File: config.mk
export PLATFORM = sky130hd
export DESIGN_NAME = univ_shift_reg
export DESIGN_NICKNAME = d
export VERILOG_FILES = /design/src/rtl/shift_pkg.sv /design/src/rtl/shift_next.sv /design/src/rtl/univ_shift_reg.sv
export SDC_FILE = /design/constraint.sdc
export NUM_CORES = 1
export LEC_CHECK = 0
export ABC_CLOCK_PERIOD_IN_PS = 1900
export CAP_MARGIN = 0
export CORE_MARGIN = 2
export CORE_UTILIZATION = 48
export CTS_CLUSTER_DIAMETER = 80
export DETAILED_ROUTE_END_ITERATION = 10
export GPL_TIMING_DRIVEN = 0
export PLACE_DENSITY_LB_ADDON = 0.3
export SLEW_MARGIN = 20
export SYNTH_ARGS = -nofsm -noshare
export SYNTH_HDL_FRONTEND = slang
export SYNTH_HIERARCHICAL = 1
export SYNTH_SLANG_ARGS = --single-unit
File: constraint.sdc
create_clock -name clk_i -period 1.9 [get_ports clk_i]
set_input_delay 0.38 -clock clk_i [delete_from_list [all_inputs] [get_ports clk_i]]
set_output_delay 0.38 -clock clk_i [all_outputs]
set_load 0.005 [all_outputs]
File: src/rtl/shift_pkg.sv
// Shared mode encodings, FSM state type and mode classification for univ_shift_reg.
package shift_pkg;

  localparam logic [2:0] MODE_HOLD = 3'b000;
  localparam logic [2:0] MODE_SHR  = 3'b001;
  localparam logic [2:0] MODE_SHL  = 3'b010;
  localparam logic [2:0] MODE_ROR  = 3'b011;
  localparam logic [2:0] MODE_ROL  = 3'b100;
  localparam logic [2:0] MODE_LOAD = 3'b101;
  localparam logic [2:0] MODE_ASR  = 3'b110;
  localparam logic [2:0] MODE_CLR  = 3'b111;

  typedef enum logic {
    ST_IDLE  = 1'b0,
    ST_BURST = 1'b1
  } state_e;

  // Modes that may be repeated by the burst engine.
  function automatic logic is_shift_mode(input logic [2:0] mode);
    return (mode == MODE_SHR) || (mode == MODE_SHL) || (mode == MODE_ROR) ||
           (mode == MODE_ROL) || (mode == MODE_ASR);
  endfunction

endpackage

File: src/rtl/shift_next.sv
// Combinational next-value function of the universal register, shared by
// single-step and burst paths.
module shift_next
  import shift_pkg::*;
#(
  parameter int unsigned WIDTH = 8
) (
  input  logic [WIDTH-1:0] q_i,
  input  logic [2:0]       mode_i,
  input  logic [WIDTH-1:0] d_i,
  input  logic             sin_l_i,
  input  logic             sin_r_i,
  output logic [WIDTH-1:0] next_q_o
);

  always_comb begin
    next_q_o = q_i;
    case (mode_i)
      MODE_HOLD: next_q_o = q_i;
      MODE_SHR:  next_q_o = {sin_l_i, q_i[WIDTH-1:1]};
      MODE_SHL:  next_q_o = {q_i[WIDTH-2:0], sin_r_i};
      MODE_ROR:  next_q_o = {q_i[0], q_i[WIDTH-1:1]};
      MODE_ROL:  next_q_o = {q_i[WIDTH-2:0], q_i[WIDTH-1]};
      MODE_LOAD: next_q_o = d_i;
      MODE_ASR:  next_q_o = {q_i[WIDTH-1], q_i[WIDTH-1:1]};
      MODE_CLR:  next_q_o = '0;
      default:   next_q_o = q_i;
    endcase
  end

endmodule

File: src/rtl/univ_shift_reg.sv
// Universal shift register with a single-step path and a Start/Busy/Done burst
// engine that repeats a latched shift-class operation Count times.
module univ_shift_reg
  import shift_pkg::*;
#(
  parameter int unsigned WIDTH = 8,
  parameter int unsigned CW    = 4
) (
  input  logic             clk_i,
  input  logic             rst_i,
  input  logic             en_i,
  input  logic [2:0]       mode_i,
  input  logic [WIDTH-1:0] d_i,
  input  logic             sin_l_i,
  input  logic             sin_r_i,
  input  logic             start_i,
  input  logic [CW-1:0]    count_i,
  output logic [WIDTH-1:0] q_o,
  output logic             sout_r_o,
  output logic             sout_l_o,
  output logic             busy_o,
  output logic             done_o
);

  localparam logic [CW-1:0] RemOne = {{(CW-1){1'b0}}, 1'b1};

  state_e           state_q, state_d;
  logic [CW-1:0]    rem_q, rem_d;
  logic [2:0]       op_q, op_d;
  logic [WIDTH-1:0] q_q, q_d;
  logic             done_q, done_d;
  logic [2:0]       step_mode;

  always_comb begin
    state_d   = state_q;
    rem_d     = rem_q;
    op_d      = op_q;
    done_d    = 1'b0;
    step_mode = MODE_HOLD;
    case (state_q)
      ST_IDLE: begin
        if (start_i && is_shift_mode(mode_i)) begin
          // Start edge only arms the engine; Q holds until the first burst step.
          op_d  = mode_i;
          rem_d = count_i;
          if (count_i != '0) begin
            state_d = ST_BURST;
          end else begin
            done_d = 1'b1;
          end
        end else if (en_i) begin
          step_mode = mode_i;
        end
      end
      ST_BURST: begin
        step_mode = op_q;
        rem_d     = rem_q - RemOne;
        if (rem_q == RemOne) begin
          state_d = ST_IDLE;
          done_d  = 1'b1;
        end
      end
      default: state_d = ST_IDLE;
    endcase
  end

  shift_next #(
    .WIDTH(WIDTH)
  ) u_shift_next (
    .q_i     (q_q),
    .mode_i  (step_mode),
    .d_i     (d_i),
    .sin_l_i (sin_l_i),
    .sin_r_i (sin_r_i),
    .next_q_o(q_d)
  );

  always_ff @(posedge clk_i or posedge rst_i) begin
    if (rst_i) begin
      state_q <= ST_IDLE;
      rem_q   <= '0;
      op_q    <= MODE_HOLD;
      q_q     <= '0;
      done_q  <= 1'b0;
    end else begin
      state_q <= state_d;
      rem_q   <= rem_d;
      op_q    <= op_d;
      q_q     <= q_d;
      done_q  <= done_d;
    end
  end

  assign q_o      = q_q;
  assign sout_r_o = q_q[0];
  assign sout_l_o = q_q[WIDTH-1];
  assign busy_o   = (state_q == ST_BURST);
  assign done_o   = done_q;

endmodule
==> impl_metrics.py, run 1 <==
metrics = {
    "cts": {
        "cts.sinks": 17,
        "cts_tree": "done",
        "clockBufferDepth": 2,
        "path_clk_slew_ns": 0.12,
        "clk_latency_ns": 0.32,
        "cts_hold_buf": 0,
        "htree_levels": 1,
        "cts_buffers": 3,
        "cts-root-buf": "clkbuf_4",
    },
    "placed_design": {
        "globalplace.congestion": 0.843,
        "placed_cell_area_mm2": 0.00163,
        "io_buffers": 32,
        "hpwlAfterDp_um": 2320,
    },
    "drt": {
        "postRouteAntennaNets": 0,
        "via_per_inst": 5.76,
        "routedWlPerCell_um": 15.4,
        "dr.first_iter.drc_count": 39,
        "wl_um": 3430,
        "vias": 1279,
        "drt_first_pass_iters": 4,
        "drt_drc_violations_left": 0,
    },
    "yosys": {
        "synth-seq-cells": 17,
        "ys.flop_type": "dfrtp_1",
        "synth_common_cells": "nand2_1, dfrtp_1, nor2_1",
        "yosysSeqAreaShare_pct": 33.4,
        "post-synth-top-count-cell": "nand2_1",
        "synth_cells": 151,
        "synth_top_area_cell": "dfrtp_1",
        "synth_top_area_share_pct": 33.4,
        "syn_avg_cell_area_um2": 8.44,
        "synthesis.area_mm2": 0.00127,
        "yosys_warnings": 6,
        "synth-edff-count": 0,
        "synth_cell_types": 37,
        "synth.area.top_cells": "dfrtp_1, nand2_1, mux2i_1, o21ai_0, nor2_1",
        "ys_async_sr_fraction_pct": 100,
        "synth_nets": 174,
    },
    "cells_and_area": {
        "fin_nets": 216,
        "stdcell_area_mm2": 0.00175,
        "layout-drive-gt1-share_pct": 16.7,
        "register_area_um2": 425,
        "fillCellCount": 204,
        "multi_input_area_um2": 742,
        "diodes": 0,
        "area_delta_synth_final_pct": 37.3,
    },
    "grt": {
        "track_usage_pct": 22.1,
        "grt_pass1_wl_um": 5460,
        "grt_max_degree": 18,
        "grt_overflow": 0,
        "grt_util_met2_pct": 36.7,
        "grt_pass1_vias": 1179,
        "met1_usage_pct": 28.7,
        "antenna_found_initial": 0,
        "grt-busiest-layer": "met2",
        "use_met3_pct": 4.22,
    },
    "power": {
        "sw_frac_of_total_pct": 43.8,
        "total_power_mw": 3.22,
        "p_clk_share_pct": 6.7,
        "power.density_mw_per_mm2": 1840,
        "p_seq_share_pct": 23.3,
        "combPwrFrac_pct": 70.0,
        "power_leakage_nw": 0.779,
        "p_switching_mw": 1.41,
        "power.internal_mw": 1.81,
        "vdd_drop_max_uv": 1230,
    },
    "outcome": {
        "status": "finished, final reports clean",
    },
    "sta": {
        "fin_crit_sh_pct": 98.4,
        "tightest_slew_ns": 0.663,
        "finalCriticalPeriod_ns": 1.87,
        "fmax_ghz": 0.535,
        "setup_viol": 0,
        "final_max_slew_viol_count": 0,
        "hold_viol_final": 0,
        "relSlewSlack_pct": 55.8,
        "fin_skew_ns": 0.0111,
    },
    "flow_run": {
        "maxCapViolations": 0,
    },
    "floorplanning": {
        "die_y_um": 55.5,
        "die_w_um": 55.5,
        "boundaryPins": 33,
        "die-area_mm2": 0.00308,
        "coreArea_mm2": 0.00250,
        "start_util_pct": 51.0,
        "fp-row-count": 18,
    },
    "critical_path": {
        "path_max_fanout": 6,
        "worst_setup_path_end_kind": "flop",
        "critPathLaunchType": "input port",
        "critPathArrivalTime_ns": 2.06,
        "reg2reg_slack_ns": 0.08,
        "path_class": "input port to flop",
        "required_ns": 2.10,
    },
    "hold_path": {
        "hp-class": "input port to async pin",
    },
}
-- power by group through the flow --
| stage | clock network, mW | logic, mW | registers, mW |
|---|---|---|---|
| floorplan | 0 | 1.42 | 0.715 |
| global placement | 0 | 1.90 | 0.741 |
| detailed placement | 0 | 1.96 | 0.756 |
| CTS | 0.217 | 2.05 | 0.749 |
| global route | 0.233 | 2.45 | 0.788 |
| finish | 0.215 | 2.25 | 0.751 |
-- critical path, cell delays in order --
cell and delay, ns:
dlygate4sd2_1 0.35, a21bo_1 0.18, buf_6 0.11, nand3_2 0.08, o21ai_2 0.17, buf_6 0.17, buf_12 0.11, mux2i_1 0.21
nor2_1 0.07, a21oi_1 0.15, o21ai_1 0.09
-- state kept, by name, indices dropped and copies added, names as in the netlist --
register,cells
q_o,8
rem_q,4
op_q,3
done_o,1
busy_o,1
-- final cells by class --
cell class,instances,area share [%]
multi-input combinational,117,42.4
sequential,17,24.3
timing repair buffer,37,22.0
buffer,12,6.50
tap,30,2.14
clock buffer,3,1.29
inverter,5,1.07
clock inverter,1,0.286
-- stage by stage --
step / hold WS [ns] / setup WS [ns] / util [%] / cells / TNS [ns]
floorplan: 0.306 / 0.140 / - / 151 / 0
global placement: 0.492 / -0.610 / 65.3 / 213 / -4.38
detailed placement: 0.496 / -0.674 / 65.3 / 213 / -4.99
CTS: 0.486 / 0.00796 / 67.3 / 218 / 0
global route: 0.526 / -0.0314 / 70.0 / 222 / -0.0588
finish: 0.447 / 0.0312 / 70.0 / 222 / 0
-- layer usage --
metal / part of all wire (%) / vias up
met5: 0 / -
met4: 2.6 / 0
met3: 5.9 / 13
met2: 52 / 56
met1: 40 / 597
li1: - / 613
-- worst paths after layout --
kind                       endpoint  cells past startpoint       from
min in group clk_i          op_q[0]                      1    op_q[0]
hold / removal               done_o                      2      rst_i
setup reg to reg             q_o[4]                      9     busy_o
hold reg to reg             op_q[0]                      1    op_q[0]
max in group asynchronous    q_o[3]                      2      rst_i
setup / recovery             q_o[4]                     11  mode_i[0]
-- cells in the final DEF, fill, tap and decap left out, types with 2 or more instances in the layout --
master,instances
nor3_4,2
nor3_1,4
ha_1,2
a31oi_1,5
dlygate4sd2_1,2
clkdlybuf4s50_1,29
o21ai_1,7
nor2_1,13
buf_2,4
nand3_1,6
mux2_2,3
inv_1,5
clkbuf_4,3
dfrtp_1,17
o21ai_0,6
o211ai_1,5
buf_6,5
buf_12,2
buf_4,5
nand2b_1,6
mux2i_1,8
nand2_1,22
a21oi_1,9
-- repair_timing --
| item | 4_1_cts | 5_1_grt |
|---|---|---|
| buffers inserted | 1 | 2 |
| gates resized for setup | 6 | 10 |
| endpoints found under the setup margin | 8 | 8 |
| pin swaps | 0 | 3 |
| gates cloned | 0 | 2 |
-- cell families after synthesis --
logic type	synth area share, %
buf+inv	10.0
simple gates	23.9
fa+ha+maj	1.96
mux	10.1
xor+xnor	1.96
compound gates	18.6
flops	33.4
(Power assumes the default switching activity.)
==> run 2: changes to the inputs <==
- CAP_MARGIN: 0 -> not set
==> results of run 2 <==
No change in the layout: final DEF, timing and power equal those of run 1.
